File: src/rtl/uart_pkg.sv
// Shared UART types: parity selection and receiver state encoding.
package uart_pkg;

  typedef enum logic [1:0] {
    PARITY_NONE,
    PARITY_EVEN,
    PARITY_ODD
  } parity_t;

  typedef enum logic [2:0] {
    IDLE,
    START,
    DATA,
    PAR,
    STOP
  } rx_state_t;

  // Counter width for a tick count, never narrower than one bit.
  function automatic int tick_width(input int ticks);
    return (ticks > 1) ? $clog2(ticks) : 1;
  endfunction

endpackage

File: src/rtl/uart_sync2.sv
// Two-flop synchroniser for an asynchronous single-bit input.
module uart_sync2 #(
  parameter logic RESET_VAL = 1'b1
) (
  input  logic clock,
  input  logic reset_n,
  input  logic d,
  output logic q
);

  logic meta_q, meta_d;
  logic sync_q, sync_d;

  // Next values simply walk the input down the two-stage chain.
  always_comb begin
    meta_d = d;
    sync_d = meta_q;
  end

  // Synchroniser flops, reset to the line's idle level.
  always_ff @(posedge clock or negedge reset_n) begin
    if (!reset_n) begin
      meta_q <= RESET_VAL;
      sync_q <= RESET_VAL;
    end else begin
      meta_q <= meta_d;
      sync_q <= sync_d;
    end
  end

  assign q = sync_q;

endmodule

File: src/rtl/uart_rx_param.sv
// Parameterised UART receiver with held-word handshake, parity/framing
// error flags and an overrun pulse when a finished frame cannot be stored.
//
// state | meaning
// ------+--------------------------------------------------------------
// IDLE  | line idle, waiting for a falling edge of rx_s
// START | counting to mid start bit; reject if the line went back high
// DATA  | sampling DATA_BITS data bits at mid bit, LSB first
// PAR   | sampling the parity bit (only when PARITY != PARITY_NONE)
// STOP  | sampling STOP_BITS stop bits; frame completes on the last one
module uart_rx_param
  import uart_pkg::*;
#(
  parameter int      CLK_SPEED = 50_000_000,
  parameter int      BAUD_RATE = 9600,
  parameter int      DATA_BITS = 8,
  parameter parity_t PARITY    = PARITY_NONE,
  parameter int      STOP_BITS = 1
) (
  input  logic                 clock,
  input  logic                 reset_n,
  input  logic                 rx,
  output logic [DATA_BITS-1:0] data_out,
  output logic                 data_valid,
  input  logic                 data_ready,
  output logic                 parity_err,
  output logic                 frame_err,
  output logic                 overrun
);

  localparam int BAUD_TICK = CLK_SPEED / BAUD_RATE;
  localparam int HALF_TICK = BAUD_TICK / 2;
  localparam int CNT_W     = tick_width(BAUD_TICK);
  localparam int BIT_W     = $clog2(DATA_BITS);

  localparam logic [CNT_W-1:0] FULL_LAST = CNT_W'(BAUD_TICK - 1);
  localparam logic [CNT_W-1:0] HALF_LAST = CNT_W'(HALF_TICK - 1);
  localparam logic [BIT_W-1:0] BIT_LAST  = BIT_W'(DATA_BITS - 1);
  localparam logic             STOP_LAST = 1'(STOP_BITS - 1);
  localparam logic             HAS_PAR   = (PARITY != PARITY_NONE);
  localparam logic             ODD_PAR   = (PARITY == PARITY_ODD);

  // Reject illegal configurations while elaborating.
  if (DATA_BITS < 5 || DATA_BITS > 9) begin : g_bad_data_bits
    $error("uart_rx_param: DATA_BITS must be in 5..9");
  end
  if (STOP_BITS < 1 || STOP_BITS > 2) begin : g_bad_stop_bits
    $error("uart_rx_param: STOP_BITS must be 1 or 2");
  end
  if (BAUD_TICK < 2) begin : g_bad_baud
    $error("uart_rx_param: CLK_SPEED/BAUD_RATE must be at least 2");
  end

  logic rx_s;

  uart_sync2 #(.RESET_VAL(1'b1)) u_sync (
    .clock   (clock),
    .reset_n (reset_n),
    .d       (rx),
    .q       (rx_s)
  );

  rx_state_t            state_q, state_d;
  logic [CNT_W-1:0]     cnt_q, cnt_d;
  logic [BIT_W-1:0]     bit_q, bit_d;
  logic                 stop_q, stop_d;
  logic [DATA_BITS-1:0] shift_q, shift_d;
  logic                 perr_acc_q, perr_acc_d;
  logic                 ferr_acc_q, ferr_acc_d;
  logic                 rx_prev_q, rx_prev_d;

  logic [DATA_BITS-1:0] data_q, data_d;
  logic                 valid_q, valid_d;
  logic                 perr_q, perr_d;
  logic                 ferr_q, ferr_d;
  logic                 overrun_q, overrun_d;

  logic                 frame_done;
  logic                 frame_ferr;

  // Receiver FSM: next state, bit timing, shift register and error accumulation.
  always_comb begin
    state_d    = state_q;
    cnt_d      = cnt_q;
    bit_d      = bit_q;
    stop_d     = stop_q;
    shift_d    = shift_q;
    perr_acc_d = perr_acc_q;
    ferr_acc_d = ferr_acc_q;
    rx_prev_d  = rx_s;
    frame_done = 1'b0;
    frame_ferr = 1'b0;

    case (state_q)
      IDLE: begin
        cnt_d = '0;
        if (rx_prev_q && !rx_s) begin
          state_d = START;
        end
      end

      START: begin
        if (cnt_q == HALF_LAST) begin
          cnt_d = '0;
          if (!rx_s) begin
            state_d    = DATA;
            bit_d      = '0;
            stop_d     = 1'b0;
            perr_acc_d = 1'b0;
            ferr_acc_d = 1'b0;
          end else begin
            state_d = IDLE;
          end
        end else begin
          cnt_d = cnt_q + CNT_W'(1);
        end
      end

      DATA: begin
        if (cnt_q == FULL_LAST) begin
          cnt_d   = '0;
          shift_d = {rx_s, shift_q[DATA_BITS-1:1]};
          if (bit_q == BIT_LAST) begin
            bit_d   = '0;
            state_d = HAS_PAR ? PAR : STOP;
          end else begin
            bit_d = bit_q + BIT_W'(1);
          end
        end else begin
          cnt_d = cnt_q + CNT_W'(1);
        end
      end

      PAR: begin
        if (cnt_q == FULL_LAST) begin
          cnt_d      = '0;
          // Even: error when data plus parity has odd weight; odd inverts that.
          perr_acc_d = (^shift_q) ^ rx_s ^ ODD_PAR;
          state_d    = STOP;
        end else begin
          cnt_d = cnt_q + CNT_W'(1);
        end
      end

      STOP: begin
        if (cnt_q == FULL_LAST) begin
          cnt_d      = '0;
          ferr_acc_d = ferr_acc_q | ~rx_s;
          if (stop_q == STOP_LAST) begin
            frame_done = 1'b1;
            frame_ferr = ferr_acc_q | ~rx_s;
            stop_d     = 1'b0;
            state_d    = IDLE;
          end else begin
            stop_d = 1'b1;
          end
        end else begin
          cnt_d = cnt_q + CNT_W'(1);
        end
      end

      default: begin
        state_d = IDLE;
        cnt_d   = '0;
      end
    endcase
  end

  // Output holding register: load on completion if free or being drained, else flag overrun.
  always_comb begin
    data_d    = data_q;
    valid_d   = valid_q;
    perr_d    = perr_q;
    ferr_d    = ferr_q;
    overrun_d = 1'b0;

    if (valid_q && data_ready) begin
      valid_d = 1'b0;
    end

    if (frame_done) begin
      if (!valid_q || data_ready) begin
        data_d  = shift_q;
        perr_d  = HAS_PAR & perr_acc_q;
        ferr_d  = frame_ferr;
        valid_d = 1'b1;
      end else begin
        overrun_d = 1'b1;
      end
    end
  end

  // Receiver state and timing registers.
  always_ff @(posedge clock or negedge reset_n) begin
    if (!reset_n) begin
      state_q    <= IDLE;
      cnt_q      <= '0;
      bit_q      <= '0;
      stop_q     <= 1'b0;
      shift_q    <= '0;
      perr_acc_q <= 1'b0;
      ferr_acc_q <= 1'b0;
      rx_prev_q  <= 1'b1;
    end else begin
      state_q    <= state_d;
      cnt_q      <= cnt_d;
      bit_q      <= bit_d;
      stop_q     <= stop_d;
      shift_q    <= shift_d;
      perr_acc_q <= perr_acc_d;
      ferr_acc_q <= ferr_acc_d;
      rx_prev_q  <= rx_prev_d;
    end
  end

  // Output registers seen by the consumer.
  always_ff @(posedge clock or negedge reset_n) begin
    if (!reset_n) begin
      data_q    <= '0;
      valid_q   <= 1'b0;
      perr_q    <= 1'b0;
      ferr_q    <= 1'b0;
      overrun_q <= 1'b0;
    end else begin
      data_q    <= data_d;
      valid_q   <= valid_d;
      perr_q    <= perr_d;
      ferr_q    <= ferr_d;
      overrun_q <= overrun_d;
    end
  end

  assign data_out   = data_q;
  assign data_valid = valid_q;
  assign parity_err = perr_q;
  assign frame_err  = ferr_q;
  assign overrun    = overrun_q;

endmodule

File: config.mk
export PLATFORM = sky130hd
export DESIGN_NAME = uart_rx_param
export DESIGN_NICKNAME = d
export VERILOG_FILES = /design/src/rtl/uart_pkg.sv /design/src/rtl/uart_sync2.sv /design/src/rtl/uart_rx_param.sv
export SDC_FILE = /design/constraint.sdc
export NUM_CORES = 1
export LEC_CHECK = 0
export ABC_AREA = 1
export CORE_ASPECT_RATIO = 0.9
export CORE_MARGIN = 2
export CORE_UTILIZATION = 57
export CTS_CLUSTER_SIZE = 20
export DETAILED_ROUTE_END_ITERATION = 10
export PLACE_DENSITY_LB_ADDON = 0.25
export RECOVER_POWER = 50
export SLEW_MARGIN = 5
export SYNTH_ARGS = -nofsm -noshare
export SYNTH_HDL_FRONTEND = slang
export SYNTH_SLANG_ARGS = --single-unit
File: constraint.sdc
create_clock -name clock -period 1.7 [get_ports clock]
set_clock_uncertainty 0.05 [all_clocks]
set_input_delay 0.34 -clock clock [delete_from_list [all_inputs] [get_ports clock]]
set_output_delay 0.34 -clock clock [all_outputs]
set_load 0.01 [all_outputs]
==> results of run 1 <==
## cell usage in the layout (no fill, tap or decap), types with 2 or more instances in the layout
cell             instances
nand3_1                 17
nand2_2                  5
dfstp_2                  3
clkdlybuf4s50_1         12
nand3_2                  2
ha_1                     2
nand4_1                  6
dfrtp_1                 39
xor2_1                   5
clkbuf_8                 5
inv_1                   30
nand2_1                 67
o21ai_1                  8
buf_4                    4
nand2_4                  2
inv_2                    7
nor2_1                  28
clkinv_2                 2
nor3_1                   6
o21ai_2                  9
## cell type report
class                   instances  area, um^2
fillers                       324        1189
repair buffers                 20       190.2
inverters                      38       145.1
multi-input cells             170       907.1
flip-flops and latches         42        1055
well taps                      46       57.56
clock buffers                   5       68.82
clock inverters                 3       40.04
## synthesized netlist by cell type
cell     instances
nand2_2          4
o21ai_2          9
inv_1           30
xor2_1           5
nand4_1          6
nor3_1           6
buf_4            2
conb_1           1
nor2_4           1
o21ai_1          8
nand2_4          1
nand4_4          1
nor2_8           1
inv_2            7
ha_1             3
dfstp_2          3
nand3_1         17
inv_4            1
xnor2_1          1
nor2_2           1
buf_6            2
or2_2            1
nand3_4          1
nor3_2           1
dfrtp_1         39
a21oi_1          1
a31oi_1          1
o21ai_0          1
nand2_1         69
nand3_2          1
nor2_1          28
## registers in the layout, indices dropped and copies added, names as in the netlist
name,count
rx_prev_q,1
data_out,8
u_sync.q,1
data_valid,1
bit_q,3
cnt_q,13
overrun,1
ferr_acc_q,1
shift_q,8
state_q,3
frame_err,1
u_sync.meta_q,1
## per-layer routing
layer | vias up | GRT usage, % | share of wire [%] | wire length (um)
met4 | 0 | 11.14 | 2.4 | 95
met2 | 39 | 31.07 | 43 | 1702
met1 | 740 | 28.04 | 49 | 1934
met5 | - | 0 | 0 | 0
met3 | 11 | 4.685 | 4.8 | 190
li1 | 845 | - | - | -
## path summary, 6_finish.rpt
path | slack (ns) | cells past startpoint | startpoint | endpoint
max in group asynchronous | 0.74 | 2 | reset_n | shift_q[5]
hold reg to reg | 0.31 | 0 | u_sync.meta_q | u_sync.q
min in group clock | 0.31 | 0 | u_sync.meta_q | u_sync.q
setup reg to reg | 0.10 | 8 | state_q[2] | bit_q[0]
setup / recovery | 0.10 | 1 | data_out[0] | data_out[0]
hold / removal | 0.23 | 2 | reset_n | cnt_q[1]
## power groups by stage
stage	clock network (mW)	registers, mW	logic [mW]
3_5_place_dp	0	1.17	0.665
3_3_place_gp	0	1.16	0.645
5_1_grt	0.828	1.16	0.797
6_report	0.773	1.15	0.678
2_1_floorplan	0	1.15	0.511
4_1_cts	0.795	1.15	0.664
## cell families after synthesis
kind of cell	count (synthesis)	share of synthesized area, %
simple gates	139	30.90
fa+ha+maj	3	1.769
other cells	1	0.1767
flops	42	49.71
compound gates	20	6.368
buf+inv	42	8.609
xor+xnor	6	2.476
## what timing repair did
action | CTS | global route
hold buffers | 0 | 0
buffers inserted | 0 | 1
endpoints found under the setup margin | 0 | 27
resized for setup | 0 | 4
==> impl_metrics.ini, run 1 <==
[power_and_ir_drop]
vdd_drop_max_mv = 0.6219
swShare_pct = 33.82
pwr_density_cell_nw_per_um2 = 1057
combPwrFrac_pct = 26.0
seq_power_share_pct = 44.3
total_leakage_power_nw = 1.226
power_switching_uw = 880.6
clockPowerShare_pct = 29.7
total_power_mw = 2.603
internal_power_mw = 1.723

[die]
fp.dieW_um = 68.32
io_pins = 16
fp.dieH_um = 61.89
rows = 21
design.core.area_um2 = 3652
dieArea_um2 = 4228
start_util_pct = 58.10

[route]
via_per_inst = 5.046
wl_per_cell_um = 12.10
via_count = 1635
dr.first_iter.drc_count = 74
drtAntennaViolNets = 0
wl_um = 3922
drc = 0
first_pass_iters = 4

[synthesis]
synth.area.top_cells = dfrtp_1 46%, nand2_1 12%, inv_1 5.3%
syn_inst = 253
yosysSeqAreaShare_pct = 49.71
synth_top_area_share_pct = 45.99
yosysWarnings = 0
synth.avg_cell_area_um2 = 8.387
synth_largest_area_cell = dfrtp_1
synthesis.area_um2 = 2122
synth_seq_cells = 42
yosysUniqueCellTypes = 31
syn_nets = 260

[finish]
area_delta_synth_final_pct = 16.10
final_area_um2 = 2464
layout.cells.non_filler = 324
drive_gt1_share_pct = 18.71
diodes = 0
fin_nets = 284
fin_util_pct = 67.45

[placed_design]
dp_hpwl_um = 2814
finalWeightedCongestion = 0.8968
placed_area_um2 = 2315
dpl_worst_slack_ns = 0.01735
port_buffers = 14
post-place-cells = 314

[flow_run]
cap_violations = 0

[timing]
setup_violations = 0
drv_slew = 0
fin_setup_tns_ns = 0
slew_headroom_pct = 33.04
hold_violations = 0
finalCritPeriodShare_pct = 93.96
fmax_mhz = 626.1
min_period_ns = 1.597
holdWs_ns = 0.2280
tightest_slew_ns = 1.004
fin_ws_ns = 0.1027

[setup_path]
arrival_ns = 1.21
cp-start-kind = flip-flop
cp.required_ns = 1.31
critPathMaxFanout = 2
slowest_stage = clkdlybuf4s50_1
endpoint_kind = output port
path_class = reg -> out
path_delay_family = buffers and inverters
critical_path_buf_inv_count = 1
cpPeakStageDelay_ns = 0.54
path_cells = clkdlybuf4s50_1

[grt]
gr-total-overflow = 0
grt_pass1_wl_um = 6320
grt_pass1_vias = 1456
grt_max_degree = 43
groute.usage.overall_pct = 20.65
antenna_found_initial = 0

[min_path]
hold_path.class = in -> async

[cts]
path_clk_slew_ns = 0.08
cts_sinks = 42
cts_tree = yes
root_buffer = clkbuf_8
cts-buffers-inserted = 5
htree_levels = 2
clk_path_buf_depth = 2
worstSkewPairLatency_ns = 0.30

[run_status]
outcome = complete, no violations
(Power assumes the default switching activity.)
==> run 2, diff against run 1 <==
Settings changed: CTS_CLUSTER_DIAMETER set to 60.
==> results of run 2 <==
The final DEF is identical to that of run 1; final timing and power are the same.
